**src/rtl/symbol_vote_pkg.sv**
```systemverilog
// symbol_vote_pkg
//   Shared defaults, FSM state encoding and the lane-slice helper used by
//   the symbol vote post-processor.
package symbol_vote_pkg;

   localparam int NUM_SYM_D = 4;   // symbol score lanes
   localparam int SCORE_W_D = 8;   // bits per score
   localparam int CNT_W_D   = 20;  // bits per histogram counter

   typedef enum logic [1:0] {
      ST_ACCUM  = 2'd0,
      ST_DECIDE = 2'd1,
      ST_RESULT = 2'd2
   } state_e;

   // LSB position of lane idx inside a flat bus of w-bit lanes.
   function automatic int lane_lsb(input int idx, input int w);
      return idx * w;
   endfunction

endpackage

```
**src/rtl/symbol_vote_if.sv**
```systemverilog
// symbol_vote_if
//   Frame result handshake toward the display/host side.
//   valid  : result available          ready : consumer accepts on valid&&ready
//   sym    : dominant symbol index     count : hit count of that symbol
//   none   : no pixel passed threshold sat   : a counter saturated that frame
interface symbol_vote_if #(
   parameter int NUM_SYM = 4,
   parameter int CNT_W   = 20
);
   localparam int SYM_W = $clog2(NUM_SYM);

   logic             valid;
   logic             ready;
   logic [SYM_W-1:0] sym;
   logic [CNT_W-1:0] count;
   logic             none;
   logic             sat;

   modport master (output valid, sym, count, none, sat, input ready);
   modport slave  (input valid, sym, count, none, sat, output ready);
endinterface

```
**src/rtl/symbol_vote_argmax.sv**
```systemverilog
// symbol_vote_argmax
//   Registered first stage: per-beat argmax over the score lanes (ties go to
//   the lowest index), threshold test, and one-cycle delay of frame_end so it
//   stays aligned with the beat it may coincide with.
//   Ports: clk/reset, score_valid_i, sym_score_i, frame_end_i, threshold_i in;
//          hit_o, sym_o, fe_o registered out.
module symbol_vote_argmax
   import symbol_vote_pkg::*;
#(
   parameter int NUM_SYM = NUM_SYM_D,
   parameter int SCORE_W = SCORE_W_D,
   parameter int SYM_W   = $clog2(NUM_SYM)
) (
   input  logic                       clk,
   input  logic                       reset,
   input  logic                       score_valid_i,
   input  logic [NUM_SYM*SCORE_W-1:0] sym_score_i,
   input  logic                       frame_end_i,
   input  logic [SCORE_W-1:0]         threshold_i,
   output logic                       hit_o,
   output logic [SYM_W-1:0]           sym_o,
   output logic                       fe_o
);

   logic [SCORE_W-1:0] max_val;
   logic [SYM_W-1:0]   max_idx;
   logic               hit_q, fe_q;
   logic [SYM_W-1:0]   sym_q;

   // Strictly-greater replacement keeps the lowest index on ties.
   always_comb begin
      max_val = sym_score_i[lane_lsb(0, SCORE_W) +: SCORE_W];
      max_idx = '0;
      for (int i = 1; i < NUM_SYM; i++) begin
         if (sym_score_i[lane_lsb(i, SCORE_W) +: SCORE_W] > max_val) begin
            max_val = sym_score_i[lane_lsb(i, SCORE_W) +: SCORE_W];
            max_idx = SYM_W'(i);
         end
      end
   end

   always_ff @(posedge clk or negedge reset) begin
      if (!reset) begin
         hit_q <= 1'b0;
         sym_q <= '0;
         fe_q  <= 1'b0;
      end else begin
         hit_q <= score_valid_i && (max_val >= threshold_i);
         sym_q <= max_idx;
         fe_q  <= frame_end_i;
      end
   end

   assign hit_o = hit_q;
   assign sym_o = sym_q;
   assign fe_o  = fe_q;

endmodule

```
**src/rtl/symbol_vote.sv**
```systemverilog
// symbol_vote
//   Per-pixel symbol vote: stage 1 picks each beat's winner, stage 2 counts
//   winners into a live histogram. At frame end the live bank is copied to a
//   snapshot and cleared, so frame N+1 accumulates while frame N is scanned
//   (one symbol per cycle) and reported over the result handshake.
//   Ports: clk, reset (async, low), score_valid, sym_score, frame_end,
//          threshold in; frame_dropped (sticky) out; res = result handshake.
module symbol_vote
   import symbol_vote_pkg::*;
#(
   parameter int NUM_SYM = NUM_SYM_D,
   parameter int SCORE_W = SCORE_W_D,
   parameter int CNT_W   = CNT_W_D
) (
   input  logic                       clk,
   input  logic                       reset,
   input  logic                       score_valid,
   input  logic [NUM_SYM*SCORE_W-1:0] sym_score,
   input  logic                       frame_end,
   input  logic [SCORE_W-1:0]         threshold,
   output logic                       frame_dropped,
   symbol_vote_if.master              res
);

   localparam int SYM_W = $clog2(NUM_SYM);
   typedef logic [NUM_SYM-1:0][CNT_W-1:0] bank_t;

   logic             s1_hit, s1_fe;
   logic [SYM_W-1:0] s1_sym;

   bank_t            live_q, live_d, live_inc, snap_q, snap_d;
   logic             lsat_q, lsat_d, lsat_inc, ssat_q, ssat_d;
   state_e           state_q, state_d;
   logic [SYM_W-1:0] scan_q, scan_d, bsym_q, bsym_d, osym_q, osym_d;
   logic [CNT_W-1:0] bcnt_q, bcnt_d, ocnt_q, ocnt_d;
   logic             vld_q, vld_d, onone_q, onone_d, osat_q, osat_d;
   logic             drop_q, drop_d;

   symbol_vote_argmax #(.NUM_SYM(NUM_SYM), .SCORE_W(SCORE_W)) u_argmax (
      .clk           (clk),
      .reset         (reset),
      .score_valid_i (score_valid),
      .sym_score_i   (sym_score),
      .frame_end_i   (frame_end),
      .threshold_i   (threshold),
      .hit_o         (s1_hit),
      .sym_o         (s1_sym),
      .fe_o          (s1_fe)
   );

   // Live bank including this cycle's hit; an all-ones counter holds and
   // flags saturation instead of wrapping.
   always_comb begin
      live_inc = live_q;
      lsat_inc = lsat_q;
      if (s1_hit) begin
         if (&live_q[s1_sym]) lsat_inc = 1'b1;
         else                 live_inc[s1_sym] = live_q[s1_sym] + CNT_W'(1);
      end
   end

   always_comb begin
      state_d = state_q;
      live_d  = live_inc;
      lsat_d  = lsat_inc;
      snap_d  = snap_q;
      ssat_d  = ssat_q;
      drop_d  = drop_q;
      scan_d  = scan_q;
      bsym_d  = bsym_q;
      bcnt_d  = bcnt_q;
      vld_d   = vld_q;
      osym_d  = osym_q;
      ocnt_d  = ocnt_q;
      onone_d = onone_q;
      osat_d  = osat_q;

      // Frame boundary always restarts the live bank; the finished frame is
      // only kept if the previous result has already been handed off.
      if (s1_fe) begin
         live_d = '0;
         lsat_d = 1'b0;
         if (state_q == ST_ACCUM) begin
            snap_d = live_inc;
            ssat_d = lsat_inc;
         end else begin
            drop_d = 1'b1;
         end
      end

      case (state_q)
         ST_ACCUM: begin
            if (s1_fe) begin
               state_d = ST_DECIDE;
               scan_d  = '0;
               bsym_d  = '0;
               bcnt_d  = '0;
            end
         end
         ST_DECIDE: begin
            if (snap_q[scan_q] > bcnt_q) begin
               bsym_d = scan_q;
               bcnt_d = snap_q[scan_q];
            end
            if (scan_q == SYM_W'(NUM_SYM - 1)) state_d = ST_RESULT;
            else                               scan_d  = scan_q + SYM_W'(1);
         end
         ST_RESULT: begin
            // First RESULT cycle loads the output registers; they then hold
            // until the consumer takes them.
            if (!vld_q) begin
               vld_d   = 1'b1;
               osym_d  = bsym_q;
               ocnt_d  = bcnt_q;
               onone_d = (bcnt_q == '0);
               osat_d  = ssat_q;
            end else if (res.ready) begin
               vld_d   = 1'b0;
               state_d = ST_ACCUM;
            end
         end
         default: state_d = ST_ACCUM;
      endcase
   end

   always_ff @(posedge clk or negedge reset) begin
      if (!reset) begin
         state_q <= ST_ACCUM;
         live_q  <= '0;
         lsat_q  <= 1'b0;
         snap_q  <= '0;
         ssat_q  <= 1'b0;
         drop_q  <= 1'b0;
         scan_q  <= '0;
         bsym_q  <= '0;
         bcnt_q  <= '0;
         vld_q   <= 1'b0;
         osym_q  <= '0;
         ocnt_q  <= '0;
         onone_q <= 1'b0;
         osat_q  <= 1'b0;
      end else begin
         state_q <= state_d;
         live_q  <= live_d;
         lsat_q  <= lsat_d;
         snap_q  <= snap_d;
         ssat_q  <= ssat_d;
         drop_q  <= drop_d;
         scan_q  <= scan_d;
         bsym_q  <= bsym_d;
         bcnt_q  <= bcnt_d;
         vld_q   <= vld_d;
         osym_q  <= osym_d;
         ocnt_q  <= ocnt_d;
         onone_q <= onone_d;
         osat_q  <= osat_d;
      end
   end

   assign res.valid     = vld_q;
   assign res.sym       = osym_q;
   assign res.count     = ocnt_q;
   assign res.none      = onone_q;
   assign res.sat       = osat_q;
   assign frame_dropped = drop_q;

endmodule

```
**src/flat_wrapper.sv**
```systemverilog
// flat-port wrapper written by rule: the top's interface ports become plain ports
module symbol_vote_flat import symbol_vote_pkg::*;
#(
   parameter int NUM_SYM = NUM_SYM_D,
   parameter int SCORE_W = SCORE_W_D,
   parameter int CNT_W   = CNT_W_D
)
  (clk, reset, score_valid, sym_score, frame_end, threshold, frame_dropped, res_valid, res_sym, res_count, res_none, res_sat, res_ready);
  symbol_vote_if #(.NUM_SYM(NUM_SYM), .CNT_W(CNT_W)) res_i ();
  input  logic clk;
  input  logic reset;
  input  logic score_valid;
  input  logic [NUM_SYM*SCORE_W-1:0] sym_score;
  input  logic frame_end;
  input  logic [SCORE_W-1:0] threshold;
  output logic frame_dropped;
  output wire logic [$bits(res_i.valid)-1:0] res_valid;
  output wire logic [$bits(res_i.sym)-1:0] res_sym;
  output wire logic [$bits(res_i.count)-1:0] res_count;
  output wire logic [$bits(res_i.none)-1:0] res_none;
  output wire logic [$bits(res_i.sat)-1:0] res_sat;
  input wire logic [$bits(res_i.ready)-1:0] res_ready;
  assign res_valid = res_i.valid;
  assign res_sym = res_i.sym;
  assign res_count = res_i.count;
  assign res_none = res_i.none;
  assign res_sat = res_i.sat;
  assign res_i.ready = res_ready;
  symbol_vote #(.NUM_SYM(NUM_SYM), .SCORE_W(SCORE_W), .CNT_W(CNT_W)) u_core (.clk(clk), .reset(reset), .score_valid(score_valid), .sym_score(sym_score), .frame_end(frame_end), .threshold(threshold), .frame_dropped(frame_dropped), .res(res_i));
endmodule
```
**config.mk**
```make
export PLATFORM = sky130hd
export DESIGN_NAME = symbol_vote_flat
export DESIGN_NICKNAME = d
export VERILOG_FILES = /design/src/rtl/symbol_vote_pkg.sv /design/src/rtl/symbol_vote_if.sv /design/src/rtl/symbol_vote_argmax.sv /design/src/rtl/symbol_vote.sv /design/src/flat_wrapper.sv
export SDC_FILE = /design/constraint.sdc
export NUM_CORES = 1
export LEC_CHECK = 0
export ABC_AREA = 0
export CAP_MARGIN = 10
export CELL_PAD_IN_SITES_DETAIL_PLACEMENT = 0
export CELL_PAD_IN_SITES_GLOBAL_PLACEMENT = 1
export CORE_MARGIN = 3
export CORE_UTILIZATION = 30
export CTS_BUF_LIST = sky130_fd_sc_hd__clkbuf_8
export DETAILED_ROUTE_END_ITERATION = 6
export PLACE_DENSITY_LB_ADDON = 0.1
export SYNTH_ARGS = -nofsm -noshare
export SYNTH_HDL_FRONTEND = slang
export SYNTH_HIERARCHICAL = 1
export SYNTH_SLANG_ARGS = --single-unit
```
**constraint.sdc**
```tcl
create_clock -name clk -period 3.4 [get_ports clk]
set_input_delay 0.68 -clock clk [delete_from_list [all_inputs] [get_ports clk]]
set_output_delay 0.68 -clock clk [all_outputs]
set_load 0.01 [all_outputs]
```
==> flow_summary_export.csv <==
group,metric,value,unit
clock_tree,cts_tree,"yes",
yosys,synth_top_family_by_area,"multiplexers",
worst_setup_path,path_class,"in2reg",
yosys,synth-simple-area-share,12.1,%
finish,stdcell_count,1839,
routing,via_count,8663,
finish,nNetsFinal,1401,
yosys,ys_seq_area_share,46.5,%
yosys,postSynth.asyncResetShare,100,%
finish,seq_area,5460,um^2
worst_setup_path,arrival,5810,ps
die,ios,71,
yosys,ys.flop_type,"dfrtp_1",
die,core_area,38100,um^2
finish,fill_cells,3738,
outcome,status,"finished, violations left",
sta,tightest_slew,703,ps
sta,max_freq,0.185,GHz
yosys,ys_types,64,
sta,rsz0062_at_grt,"true",
worst_hold_path,hold_class,"in2async",
routing,viasPerCell,4.71,
clock_tree,clkLatencyLatePin,550,ps
die,start_util,30.8,%
sta,setup_ws,-1990,ps
sta,finClkSkew,21.2,ps
routing,firstDrtPassIters,4,
place,dp_hpwl,22.1,mm
clock_tree,root_buffer,"clkbuf_8",
place,post-place-cells,1724,
finish,drive_above_1_share,32.0,%
yosys,synth_compound_area_share,11.8,%
routing,post_drt_wl_per_cell,17.4,um
yosys,synthMuxAreaShare,17.1,%
yosys,synthTopCellsByArea,"dfrtp_1 46%, mux4_2 6.3%, ha_1 5.8%",
global_route,grt_start_max_net_pins,89,
yosys,synth_top_area_cell,"dfrtp_1",
clock_tree,path_clk_slew,60,ps
yosys,ys_ff_latch,218,
worst_setup_path,end_kind,"flop",
global_route,grt_first_pass_wirelength,51.1,mm
power,leakage,7.32,nW
sta,timing.final.crit_period,5390,ps
clock_tree,htree_levels,2,
worst_setup_path,start_kind,"primary input",
yosys,syn_area_per_cell,10.8,um^2
sta,fin_crit_sh,159,%
yosys,yosysWarningCount,6,
finish,fin_util,40.4,%
sta,max_slew_margin,53.2,%
clock_tree,cts_buffer_depth,3,
outcome,violations,"setup timing",
place,gp_congestion,0.776,
power,power-per-cell-area,531,nW/um^2
sta,setup_viol,3,
die,die_area,41600,um^2
place,place.port_buffers,70,
clock_tree,ctsHoldBuffers,0,
yosys,netlist.area_leader.share,46.5,%
routing,wl,32.0,mm
place,placed_area,13900,um^2
sta,drv_slew,0,
finish,final_area,15400,um^2
yosys,synthXorXnorAreaFrac,1.50,%
global_route,overflow,0,
clock_tree,cts_sinks,218,
die,die_y,204,um
yosys,synth_edf_count,0,
sta,hold_violations,0,
finish,syn2layout_area_growth,31.3,%
worst_setup_path,crit_path_max_fanout,7,
die,die_w,204,um
global_route,grt_pass1_vias,9075,
worst_setup_path,critPathLaunch,"sym_score[14]",
power,report.power.total,8.18,mW
yosys,synth_area,11700,um^2
routing,route.detailed.drc,0,
routing,drtIter0Drc,406,
worst_setup_path,r2r_start,"u_core/scan_q[0]",
die,num_rows,71,
flow_run,maxCapViolations,0,
clock_tree,cts_buffers,39,
global_route,track_usage,15.6,%
yosys,syn-num-nets,1185,
power,ir_drop,0.231,mV
yosys,syn_inst,1086,
routing,ant_nets,0,
finish,multi_input_comb_area,6150,um^2
worst_setup_path,cp.required,3820,ps
finish,diodes,0,
global_route,antenna_found_initial,1,
yosys,synthAdderAreaFrac,5.75,%
-- Yosys cell counts (all sizes together) (2+ instances only) --
cell / instances
mux2: 50
a211oi: 3
nand2: 114
o21a: 4
xnor2: 12
dfrtp: 218
nand2b: 4
nand3b: 2
a22oi: 9
nor2b: 6
o31ai: 4
a21o: 12
mux4: 39
ha: 54
nor4: 10
and4: 5
o21bai: 2
nand3: 9
and3: 2
a21oi: 71
nor2: 126
mux2i: 54
and2: 11
clkbuf: 38
nor3: 5
buf: 22
nand4: 12
inv: 59
or3: 2
o2111ai: 5
a31oi: 8
o211ai: 3
o21ai: 96
xor2: 6
-- critical path, stage by stage --
cell and delay [ps]:
buf_2 130, ha_4 260, and4_4 220, a211oi_2 50
a31o_4 250, a22oi_2 220, and2_4 190, ha_4 200
and3_4 180, a221o_1 380, a22oi_4 250, nor2_1 80
a31oi_1 230, inv_1 120, ha_4 230, nor2b_4 120
o211ai_1 140, a21oi_1 100, a2111oi_2 300, o21bai_4 230
buf_4 140, buf_4 90, mux2_2 360, ha_4 220
a21oi_2 110, nor2b_1 50, o2111ai_1 170, a21oi_1 100
-- state kept, by name, summed over array words and instances (netlist names) --
register and flops:
u_core/u_argmax/hit_o 1, u_core/bsym_q 2, u_core/live_q 80, u_core/res.count 20, u_core/res.sym 2, u_core/scan_q 2, u_core/frame_dropped 1, u_core/ssat_q 1
u_core/u_argmax/fe_o 1, u_core/res.none 1, u_core/snap_q 80, u_core/res.sat 1, u_core/res.valid 1, u_core/state_q 2, u_core/u_argmax/sym_o 2, u_core/bcnt_q 20
u_core/lsat_q 1
-- power breakdown --
| part | switching [mW] | internal (mW) | leakage [nW] |
|---|---|---|---|
| Combinational | 1.47 | 1.43 | 3.86 |
| Sequential | 0.140 | 2.72 | 3.02 |
| Clock | 1.09 | 1.33 | 0.442 |
-- final cells by class --
| type | count | area share [%] |
|---|---|---|
| clock inverter | 16 | 0.438 |
| inverter | 59 | 1.53 |
| tap | 511 | 4.15 |
| clock buffer | 51 | 4.55 |
| sequential | 218 | 35.4 |
| timing repair buffer | 236 | 14.0 |
| multi-input combinational | 748 | 39.9 |
-- routing by layer --
metal,vias up,GRT usage (%),routed length [um]
li1,4271,-,-
met1,4199,20.7,14700
met2,150,26.2,15400
met3,43,2.56,1150
met4,0,4.57,698
met5,-,0,0
-- cell families (layout without fill, tap and decap cells) --
| kind of cell | Yosys count | after routing |
|---|---|---|
| compound gates | 221 | 221 |
| xor+xnor | 18 | 18 |
| fa+ha+maj | 54 | 54 |
| buf+inv | 120 | 362 |
| flops | 218 | 218 |
| mux | 143 | 143 |
| simple gates | 312 | 312 |
-- metrics by stage --
stage | setup WS (ps) | TNS (ps) | hold slack (ps)
3_3_place_gp | -3340 | -8070 | 457
4_1_cts | -2110 | -4460 | 65.2
5_1_grt | -2190 | -4510 | 85.6
3_5_place_dp | -3390 | -8080 | 456
2_1_floorplan | -2240 | -4490 | 384
6_report | -1990 | -4080 | 82.2
-- final timing paths --
kind	to	slack (ps)	cells after the start
min in group clk	u_core/frame_dropped	460	1
max in group asynchronous	u_core/snap_q[79]	2400	2
max	u_core/u_argmax/hit_o	-1990	28
max reg2reg	u_core/bcnt_q[17]	150	13
min	u_core/res.count[15]	80	1
min reg2reg	u_core/frame_dropped	460	1
-- cells in the final DEF, fill, tap and decap left out, types with 6 or more instances in the layout --
cell type	instances
a21oi_1	53
clkdlybuf4s50_1	53
o21ai_0	45
mux2_2	48
nand2_1	111
nor4_1	10
ha_1	35
ha_4	18
buf_6	18
buf_12	14
nor2_1	121
a21o_1	11
and2_1	8
a31oi_2	6
a21oi_2	15
mux4_2	33
o21ai_1	47
buf_4	139
nand3_1	7
inv_1	64
nand4_1	10
dfrtp_1	216
xor2_1	6
mux4_1	6
clkbuf_2	6
mux2i_1	54
xnor2_1	11
clkbuf_8	51
-- timing repair --
| item | CTS | global route |
|---|---|---|
| buffers inserted | 32 | 16 |
| resized for setup | 92 | 65 |
| hold endpoints to repair | 0 | 0 |
| setup endpoints to repair | 3 | 23 |
| pin swaps | 34 | 39 |
| cloned | 0 | 1 |
No activity file was read; power rests on OpenSTA's default activity.
